$ cat config.mk
export PLATFORM = sky130hd
export DESIGN_NAME = dds_multi_voice
export DESIGN_NICKNAME = d
export VERILOG_FILES = /design/src/rtl/dds_pkg.sv /design/src/rtl/dds_quarter_rom.sv /design/src/rtl/dds_multi_voice.sv
export SDC_FILE = /design/constraint.sdc
export NUM_CORES = 1
export LEC_CHECK = 0
export ABC_AREA = 1
export CAP_MARGIN = 20
export CELL_PAD_IN_SITES_DETAIL_PLACEMENT = 1
export CELL_PAD_IN_SITES_GLOBAL_PLACEMENT = 2
export CORE_MARGIN = 2
export CORE_UTILIZATION = 33
export CTS_CLUSTER_SIZE = 25
export DETAILED_ROUTE_END_ITERATION = 8
export PLACE_DENSITY_LB_ADDON = 0.1
export SLEW_MARGIN = 20
export SYNTH_ARGS = -nofsm -noshare
export SYNTH_HDL_FRONTEND = slang
export SYNTH_SLANG_ARGS = --single-unit
export TNS_END_PERCENT = 50
$ cat constraint.sdc
create_clock -name clk -period 5.3 [get_ports clk]
set_clock_uncertainty 0.1 [all_clocks]
set_input_delay 1.06 -clock clk [delete_from_list [all_inputs] [get_ports clk]]
set_output_delay 1.06 -clock clk [all_outputs]
set_load 0.02 [all_outputs]
$ cat src/rtl/dds_pkg.sv
// rtl/dds_pkg.sv - shared encodings and width helpers for the multi-voice DDS
package dds_pkg;

    typedef enum logic [1:0] {
        WAVE_SINE   = 2'd0,
        WAVE_SQUARE = 2'd1,
        WAVE_TRI    = 2'd2,
        WAVE_SAW    = 2'd3
    } wave_e;

    typedef enum logic [1:0] {
        ST_IDLE  = 2'd0,
        ST_ACC   = 2'd1,
        ST_SHAPE = 2'd2,
        ST_OUT   = 2'd3
    } state_e;

    // A single voice still needs a one-bit index register.
    function automatic int idx_width(input int num_voices);
        return (num_voices > 1) ? $clog2(num_voices) : 1;
    endfunction

    function automatic int sum_width(input int out_w, input int num_voices);
        return out_w + $clog2(num_voices);
    endfunction

endpackage

$ cat src/rtl/dds_quarter_rom.sv
// rtl/dds_quarter_rom.sv - quarter-wave sine table, Q+1 entries, one-cycle registered read
module dds_quarter_rom #(
    parameter int LUT_ADDR_W = 8,
    parameter int AMP_LOG2   = 10
) (
    input  logic                  clk_i,
    input  logic [LUT_ADDR_W-2:0] addr_i,
    output logic [AMP_LOG2:0]     data_o
);

    localparam int  Q  = 1 << (LUT_ADDR_W - 2);
    localparam real PI = 3.14159265358979323846;

    logic [AMP_LOG2:0] table_w [Q+1];
    logic [AMP_LOG2:0] data_q;

    // Entry Q reaches the full amplitude, hence the extra output bit.
    for (genvar k = 0; k <= Q; k++) begin : g_entry
        localparam int VALUE = $rtoi(real'(1 << AMP_LOG2) * $sin(PI * k / (2.0 * Q)) + 0.5);
        assign table_w[k] = VALUE[AMP_LOG2:0];
    end

    always_ff @(posedge clk_i) begin
        data_q <= table_w[addr_i];
    end

    assign data_o = data_q;

endmodule

$ cat src/rtl/dds_multi_voice.sv
// rtl/dds_multi_voice.sv - time-multiplexed multi-voice DDS tone generator with summed output
module dds_multi_voice
    import dds_pkg::*;
#(
    parameter  int NUM_VOICES = 4,
    parameter  int PHASE_W    = 24,
    parameter  int LUT_ADDR_W = 8,
    parameter  int AMP_LOG2   = 10,
    parameter  int OUT_W      = 14,
    localparam int IDX_W      = idx_width(NUM_VOICES),
    localparam int SUM_W      = sum_width(OUT_W, NUM_VOICES)
) (
    input  logic                    clk,
    input  logic                    rst_n,
    input  logic                    sample_tick,
    input  logic                    fcw_wr_en,
    input  logic [IDX_W-1:0]        fcw_wr_idx,
    input  logic [PHASE_W-1:0]      fcw_wr_data,
    input  logic [NUM_VOICES-1:0]   voice_en,
    input  logic [1:0]              wave_sel,
    input  logic                    phase_clr,
    output logic signed [SUM_W-1:0] sample_out,
    output logic                    sample_valid,
    input  logic                    sample_ready,
    output logic                    busy,
    output logic                    overrun,
    input  logic                    overrun_clr
);

    localparam int Q      = 1 << (LUT_ADDR_W - 2);
    localparam int ROM_AW = LUT_ADDR_W - 1;
    localparam int ROM_DW = AMP_LOG2 + 1;
    localparam int TRI_SH = AMP_LOG2 - (LUT_ADDR_W - 2);
    localparam int SAW_SH = AMP_LOG2 - (LUT_ADDR_W - 1);
    localparam int SAW_L  = (SAW_SH > 0) ? SAW_SH : 0;
    localparam int SAW_R  = (SAW_SH < 0) ? 1 : 0;
    localparam logic [ROM_AW-1:0]      Q_ADDR = ROM_AW'(Q);
    localparam logic signed [OUT_W-1:0] AMP   = OUT_W'(1 << AMP_LOG2);

    state_e                     state_q, state_d;
    logic [IDX_W-1:0]           v_q, v_d;
    logic signed [SUM_W-1:0]    sum_q, sum_d;
    logic                       overrun_q, overrun_d;

    logic [PHASE_W-1:0]         phase_q    [NUM_VOICES];
    logic [PHASE_W-1:0]         fcw_pend_q [NUM_VOICES];
    logic [PHASE_W-1:0]         fcw_act_q  [NUM_VOICES];

    logic [LUT_ADDR_W-1:0]      a_q;
    wave_e                      wave_q;
    logic                       en_q;

    logic                       tick_accept;
    logic                       cur_en;
    logic [PHASE_W-1:0]         new_phase;
    logic [LUT_ADDR_W-1:0]      new_a;
    logic [ROM_AW-1:0]          rom_addr;
    logic [ROM_DW-1:0]          rom_data;

    logic [1:0]                 quad;
    logic [LUT_ADDR_W-3:0]      m;
    logic signed [OUT_W-1:0]    rom_s, tri_t, saw_x, val, voice_val;

    // Phase update and ROM address for the voice in its ACC cycle.
    always_comb begin
        tick_accept = (state_q == ST_IDLE) && sample_tick;
        cur_en      = voice_en[v_q];
        new_phase   = cur_en ? phase_q[v_q] + fcw_act_q[v_q] : phase_q[v_q];
        new_a       = new_phase[PHASE_W-1 -: LUT_ADDR_W];
        if (new_a[LUT_ADDR_W-2])
            rom_addr = Q_ADDR - {1'b0, new_a[LUT_ADDR_W-3:0]};
        else
            rom_addr = {1'b0, new_a[LUT_ADDR_W-3:0]};
    end

    dds_quarter_rom #(
        .LUT_ADDR_W (LUT_ADDR_W),
        .AMP_LOG2   (AMP_LOG2)
    ) u_rom (
        .clk_i  (clk),
        .addr_i (rom_addr),
        .data_o (rom_data)
    );

    // Waveform shaping in the SHAPE cycle from the phase latched during ACC.
    always_comb begin
        quad  = a_q[LUT_ADDR_W-1 -: 2];
        m     = a_q[LUT_ADDR_W-3:0];
        rom_s = signed'(OUT_W'(rom_data));
        tri_t = signed'(OUT_W'(m)) <<< TRI_SH;
        saw_x = OUT_W'(signed'({~a_q[LUT_ADDR_W-1], a_q[LUT_ADDR_W-2:0]}));
        val   = '0;
        case (wave_q)
            WAVE_SINE:   val = quad[1] ? -rom_s : rom_s;
            WAVE_SQUARE: val = quad[1] ? -AMP : AMP;
            WAVE_TRI: begin
                case (quad)
                    2'd0:    val = tri_t;
                    2'd1:    val = AMP - tri_t;
                    2'd2:    val = -tri_t;
                    default: val = tri_t - AMP;
                endcase
            end
            default:     val = (saw_x <<< SAW_L) >>> SAW_R;
        endcase
        voice_val = en_q ? val : '0;
    end

    always_comb begin
        state_d   = state_q;
        v_d       = v_q;
        sum_d     = sum_q;
        overrun_d = overrun_q;
        case (state_q)
            ST_IDLE: begin
                if (sample_tick) begin
                    sum_d   = '0;
                    v_d     = '0;
                    state_d = ST_ACC;
                end
            end
            ST_ACC: state_d = ST_SHAPE;
            ST_SHAPE: begin
                sum_d = sum_q + SUM_W'(voice_val);
                if (v_q == IDX_W'(NUM_VOICES - 1)) begin
                    state_d = ST_OUT;
                end else begin
                    v_d     = v_q + 1'b1;
                    state_d = ST_ACC;
                end
            end
            default: begin
                if (sample_ready) state_d = ST_IDLE;
            end
        endcase
        // A new drop outranks a simultaneous clear.
        if (sample_tick && (state_q != ST_IDLE))
            overrun_d = 1'b1;
        else if (overrun_clr)
            overrun_d = 1'b0;
    end

    always_ff @(posedge clk or negedge rst_n) begin
        if (!rst_n) begin
            state_q   <= ST_IDLE;
            v_q       <= '0;
            sum_q     <= '0;
            overrun_q <= 1'b0;
        end else begin
            state_q   <= state_d;
            v_q       <= v_d;
            sum_q     <= sum_d;
            overrun_q <= overrun_d;
        end
    end

    always_ff @(posedge clk or negedge rst_n) begin
        if (!rst_n) begin
            for (int i = 0; i < NUM_VOICES; i++) begin
                phase_q[i]    <= '0;
                fcw_pend_q[i] <= '0;
                fcw_act_q[i]  <= '0;
            end
            a_q    <= '0;
            wave_q <= WAVE_SINE;
            en_q   <= 1'b0;
        end else begin
            if (fcw_wr_en) fcw_pend_q[fcw_wr_idx] <= fcw_wr_data;
            if (tick_accept) fcw_act_q <= fcw_pend_q;
            // Clearing in IDLE precedes the first ACC, so a coincident tick accumulates from zero.
            if ((state_q == ST_IDLE) && phase_clr) begin
                for (int i = 0; i < NUM_VOICES; i++) phase_q[i] <= '0;
            end
            if (state_q == ST_ACC) begin
                phase_q[v_q] <= new_phase;
                a_q          <= new_a;
                wave_q       <= wave_e'(wave_sel);
                en_q         <= cur_en;
            end
        end
    end

    assign sample_out   = sum_q;
    assign sample_valid = (state_q == ST_OUT);
    assign busy         = (state_q != ST_IDLE);
    assign overrun      = overrun_q;

endmodule

* After elaboration in Yosys (flattened, before gate mapping) *
Memory sizes are Yosys's and may differ from the RTL's. A register that Yosys moved wholly into a read port is not among the register bits.
Index checks and enable logic that the tools add are counted.

word-level totals
  bits in registers = 320
  memory bits (read-only) = 1408
  input bits = 39
  output and inout bits = 19
  logic and storage cells = 96
  memories kept = 1

memory list
  memory           depth  width  rd ports  clocked after Yosys merged registers in  write ports  RTL line               RTL
  (no name shown)  128    11     1         1                                        0            dds_quarter_rom.sv:24  data_q <= table_w[addr_i];

operators by class
  $add $sub $neg = 8
  magnitude comparators = 5
  equality and inequality tests = 10
  mux-type cells = 34
  bitwise gates (word level) = 4
  reductions and logical operators = 15

operator list
  cell                                                                           count
  96-bit bitwise mux                                                             2
  96-bit 2-to-1 mux                                                              2
  24-bit 2-to-1 mux                                                              7
  24-bit binary-select mux with 2-bit select                                     2
  24-bit demux with 2-bit select                                                 2
  14-bit case mux with 3 select lines                                            2
  14-bit 2-to-1 mux                                                              3
  16-bit case mux with 2 select lines                                            1
  24-bit adder                                                                   1
  16-bit by 14-bit adder with 16-bit output                                      1
  16-bit 2-to-1 mux                                                              1
  10-bit negation with 14-bit output                                             1
  11-bit negation with 14-bit output                                             1
  10-bit by 11-bit subtractor with 12-bit output (second input constant)         1
  11-bit by 10-bit subtractor with 12-bit output (first input constant)          1
  2-bit == test (second input constant)                                          5
  2-bit 2-to-1 mux                                                               5
  7-bit inverter with 8-bit output                                               1
  7-bit 2-to-1 mux                                                               1
  7-bit by 6-bit subtractor with 7-bit output (first input constant)             1
  2-bit by 1-bit == test with 1-bit output (second input constant)               3
  3-bit greater-or-equal comparator (second input constant)                      2
  2-bit logical NOT                                                              3
  3-bit by 1-bit less-than comparator with 1-bit output (second input constant)  2
  other kinds (14)                                                               25

* Longest topological paths before layout *
  word-level depth = 9
  depth in mapped cells = 36
  gate-level depth less buffers = 29

* By module *
A second synthesis with hierarchy kept.

unflattened totals
  cell total of the unflattened synthesis = 2079
  area, all modules = 17470.5 µm²

modules (own cells, without submodules)
  module           times used  cells each  area an instance (µm²)  sequential area each (µm²)
  dds_multi_voice  1           1878        16263.1                 8007.7
  dds_quarter_rom  1           201         1207.4                  220.2

* Worst setup path before layout *
No wires, ideal clock.

  path kind = reg2reg
  start point = reg v_q[0]
  end point = reg u_rom.data_q[4], in the netlist u_rom.data_o[4]
  library setup time = 0.113 ns
  data arrival time = 4.897 ns
  data required time = 5.087 ns
  slack = 0.190 ns
  cell stages (with the launch flop) = 36
  path buffers = 7
  clock period less this slack = 5.110 ns
  cells stage by stage = dfrtp_1 > buf_4 > inv_2 > buf_6 > buf_6 > buf_2 > clkbuf_1 > clkbuf_1 > clkbuf_1 > nor2_1 > o22ai_1 > ha_1 > inv_1 > fa_1 > inv_1 > nand3_1 > nand3_1 > nand2_1 > nand2_1 > nand2_1 > nand2_1 > nand2_1 > nand3_1 > nand2_4 > ha_1 > nand2_1 > o21ai_0 > ha_1 > inv_1 > nand3_1 > nand2_1 > nand2_1 > nand3_1 > nand2_1 > nor2_1 > nor2_1

on the way
  longest elaborated chain between the ends = 9
  elaborated cells on any way between the ends = 14
  classes of those cells = add/sub (2); mux (10); bitwise (2)

RTL lines
  element                                                   RTL line                RTL
  from (decl)                                               dds_multi_voice.sv:41   logic [IDX_W-1:0] v_q, v_d;
  from (signal assigned)                                    dds_multi_voice.sv:151  v_q <= v_d;
  2-bit inverter with 3-bit output (implied by the code)    dds_multi_voice.sv:68   new_phase = cur_en ? phase_q[v_q] + fcw_act_q[v_q] : phase_q[v_q];
  24-bit binary-select mux with 2-bit select                dds_multi_voice.sv:68
  24-bit 2-to-1 mux (implied by the code) (2 in a row)      dds_multi_voice.sv:68
  24-bit adder                                              dds_multi_voice.sv:68
  24-bit 2-to-1 mux *                                       dds_multi_voice.sv:68
  7-bit by 6-bit subtractor with 7-bit output               dds_multi_voice.sv:71   rom_addr = Q_ADDR - {1'b0, new_a[LUT_ADDR_W-3:0]};
  7-bit 2-to-1 mux *                                        dds_multi_voice.sv:70   if (new_a[LUT_ADDR_W-2])
  7-bit inverter with 8-bit output (implied by the code) *  dds_quarter_rom.sv:24
  to (decl)                                                 dds_quarter_rom.sv:15   logic [AMP_LOG2:0] data_q;

Mark *: on every way between the ends. The rest lies on a longest branch, timed or not. The select of a mux whose other input is x is not followed.
A chain may end at the register's enable or synchronous reset.

* Final worst setup path *
Ends and elaborated chain as after synthesis.

==> metrics.md <==
| Metric | Value |
|---|---|
| Worst IR Drop VDD | `362.2 uV` |
| DRC marker count from the first detailed-route iteration | `857` |
| Max Slew Vio Count | `0` |
| Clk pwr share | `0.176` |
| IO Pins | `58` |
| Seq pwr share | `0.251` |
| Status | `finished clean` |
| Number of buffers added on ports | `57` |
| Switching portion of total power | `0.5008` |
| Post-synth top area share | `0.4510` |
| FMAX | `205.5 MHz` |
| Crit-path most repeated cell | `nand2_1` |
| PwrDens | `761.7 mW/mm^2` |
| CP delay by family, top | `simple AND/OR/NAND/NOR gates` |
| Worst hold slack | `349.8 ps` |
| Crit Path Category | `register to register` |
| Core Box Area | `0.05350 sq mm` |
| Post-synth ARST share | `0.9668` |
| CTS Root Cell | `clkbuf_16` |
| Pre-antenna DRT Iters | `4` |
| Critical path launch point type | `register` |
| Die width | `236.0 um` |
| Total CTS buffers | `40` |
| Wire per inst | `18.16 um` |
| Number of remaining DRC errors | `0` |
| WP buf/inv | `3` |
| FP Rows | `85` |
| Mapped cell area | `0.01776 sq mm` |
| Yosys warning count | `0` |
| CP Max Fanout | `17` |
| Starting Density | `0.3319` |
| Flop and latch count out of synthesis | `331` |
| Layout fillers | `6,554` |
| Top FF cell, synth | `dfrtp_1` |
| Syn Inst Count | `2,341` |
| Layout cells sized above 1 | `0.06140` |
| Cts hold-fix bufs | `0` |
| RSZ-0062 raised after global routing | `no` |
| Hold Path Class | `register to register` |
| Synth cell count leaders | `nand2_1 (733), o21ai_0 (350), dfrtp_1 (320), nand3_1 (199), nor2_1 (156)` |
| Post-route setup TNS | `0 ps` |
| Register area share after synthesis | `0.4634` |
| Deepest clock path buffer count | `3` |
| Reg clk slew, reported paths | `60 ps` |
| Net Switching | `7.760 mW` |
| Clock Latency Late Sink | `580 ps` |
| Final net count | `2,450` |
| EDFF count, synth | `0` |
| Vias in the first global route | `16.30k` |
| Final Hold Viols | `0` |
| Footprint of the multi-input gates | `0.008372 sq mm` |
| Most frequent cell after synthesis | `nand2_1` |
| Post-synth net total | `2,440` |
| Vias | `15.61k` |
| Largest net degree at the start of global routing | `115` |
| R2r setup slk | `430 ps` |
| Period Utilization, post-route | `0.9182` |
| Slew HR | `0.4449` |
| Worst setup EP type | `register` |
| DIE HEIGHT | `236.0 um` |
| Synth area leader | `dfrtp_1` |
| Minimum clock period | `4866 ps` |
| ANT nets after route | `0` |
| Placer Congestion | `0.8446` |
| TritonCTS clock tree | `yes` |
| Die ar. | `0.05568 sq mm` |
| GRT Resource Usage Total | `0.2036` |
| Crit-path slowest cell | `dfrtp_4` |
| Syn Area/Cell | `7.585 sq um` |
| Post-DP HPWL | `37,940 um` |
| H-tree depth reported by CTS | `2` |
| Via density per instance | `5.077` |
| CP peak stage delay | `500 ps` |
| Antenna violations before repair | `0` |
| Final Setup Violations | `0` |
| Wirelength, routed | `55,850 um` |
| Worst-Margin Slew | `832.6 ps` |
| # clock sinks | `331` |
| Largest cells by area after synthesis | `dfrtp_1 (45%), nand2_1 (15%), o21ai_0 (9.9%)` |
| Total grt overflow | `0` |
| FF+latch area | `0.008233 sq mm` |
| Combinational share of power | `0.574` |
| Leak | `10.01 nW` |
| Max Cap Violations | `0` |
| First-pass GRT wire length | `91,490 um` |
| Count of cell types in the netlist | `50` |
| CP arrival | `5220 ps` |
| Layout area overhead | `14.57%` |
| Int Pwr | `7.735 mW` |
| Critical Path RT | `5650 ps` |
-- logic make-up after synthesis --
| family | count (synthesis) | synth area share |
|---|---|---|
| AND/OR/NAND/NOR | 1144 | 0.2670 |
| AO/OA/AOI/OAI | 498 | 0.1495 |
| flip-flops | 331 | 0.4634 |
| buffers and inverters | 287 | 0.06659 |
| adder cells (fa/ha/maj) | 60 | 0.04313 |
| XOR/XNOR | 20 | 0.009866 |
| multiplexers | 1 | 0.0005638 |
-- flip-flops by register name (all words and copies together), names as in the netlist, 2 cells and up --
register      cells
a_q               8
fcw_act_q        96
fcw_pend_q       96
phase_q          96
sample_out       16
state_q           2
u_rom.data_o     11
v_q               2
wave_q            2
-- cells in the final DEF (no fill, tap or decap), drive strengths merged, types with 2 or more instances in the layout --
cell,count
o31ai,3
nor2,158
nand3,205
a32oi,5
xnor2,9
xor2,11
a31oi,7
clkbuf,52
clkdlybuf4s50,56
a22o,3
clkinv,15
ha,58
bufinv,2
a21oi,66
nand2,750
inv,161
fa,2
dfrtp,320
a211oi,4
o22ai,44
dfxtp,11
nand4,7
o2111ai,2
or2,7
clkinvlp,2
o21ai,354
o21bai,3
nor3,16
buf,36
-- stage by stage --
| step | util | worst slack (ps) | std cells | area, sq um | total power [mW] |
|---|---|---|---|---|---|
| floorplan | - | 189.9 | 2341 | 17760 | 10.20 |
| CTS | 0.3800 | 374.7 | 3074 | 20330 | 15.68 |
| global route | 0.3802 | 18.69 | 3074 | 20340 | 17.02 |
| global placement | 0.3553 | 407.4 | 3004 | 19010 | 12.75 |
| detailed placement | 0.3558 | 390.7 | 3005 | 19030 | 12.84 |
| finish | 0.3803 | 433.7 | 3075 | 20340 | 15.50 |
-- worst paths after layout --
path,start,end,cells past startpoint
worst max-delay path,v_q[0],u_rom.data_o[4],26
worst min-delay path,fcw_pend_q[73],fcw_act_q[73],2
worst max register to register,v_q[0],u_rom.data_o[4],26
worst min register to register,fcw_pend_q[73],fcw_act_q[73],2
max in group asynchronous,rst_n,v_q[1],2
min in group asynchronous,rst_n,phase_q[82],1
-- worst reg2reg max path, delay by kind of cell, from the launching register on --
kind / cells / cell delay, ps
and+or+nand+nor: 16 / 1510
adders and majority gates: 3 / 1040
AOI/OAI and AO/OA: 4 / 960
buffers and inverters: 3 / 660
DFF: 1 / 500
-- per-layer routing --
| metal | vias to the layer above | track usage | share of wire |
|---|---|---|---|
| met5 | - | 0 | 0 |
| met4 | 0 | 0.04111 | 0.015 |
| met3 | 52 | 0.02715 | 0.030 |
| met2 | 194 | 0.3273 | 0.45 |
| met1 | 7646 | 0.2933 | 0.50 |
| li1 | 7719 | - | - |
-- area by class of cell --
cell class                 count  area share
multi-input combinational   1723      0.4116
sequential                   331      0.4047
clock inverter                17    0.009288
clock buffer                  52     0.05437
inverter                     163     0.03045
timing repair buffer          92     0.04668
antenna                        1   0.0001230
tap                          696     0.04281
-- power groups by stage --
stage                     sequential, mW  combinational (mW)  clock (mW)
final                               3.89                8.89        2.72
after global routing                4.00                10.1        2.91
after CTS                           3.89                8.96        2.82
after detailed placement            3.93                8.92           0
after global placement              3.91                8.84           0
after floorplan                     3.78                6.41           0
-- timing repair --
item | CTS | global route
hold endpoints to repair | 0 | 0
buffers inserted | 0 | 0
resized for setup | 0 | 2
endpoints found under the setup margin | 0 | 2
Power figures use the tool's default switching activity.
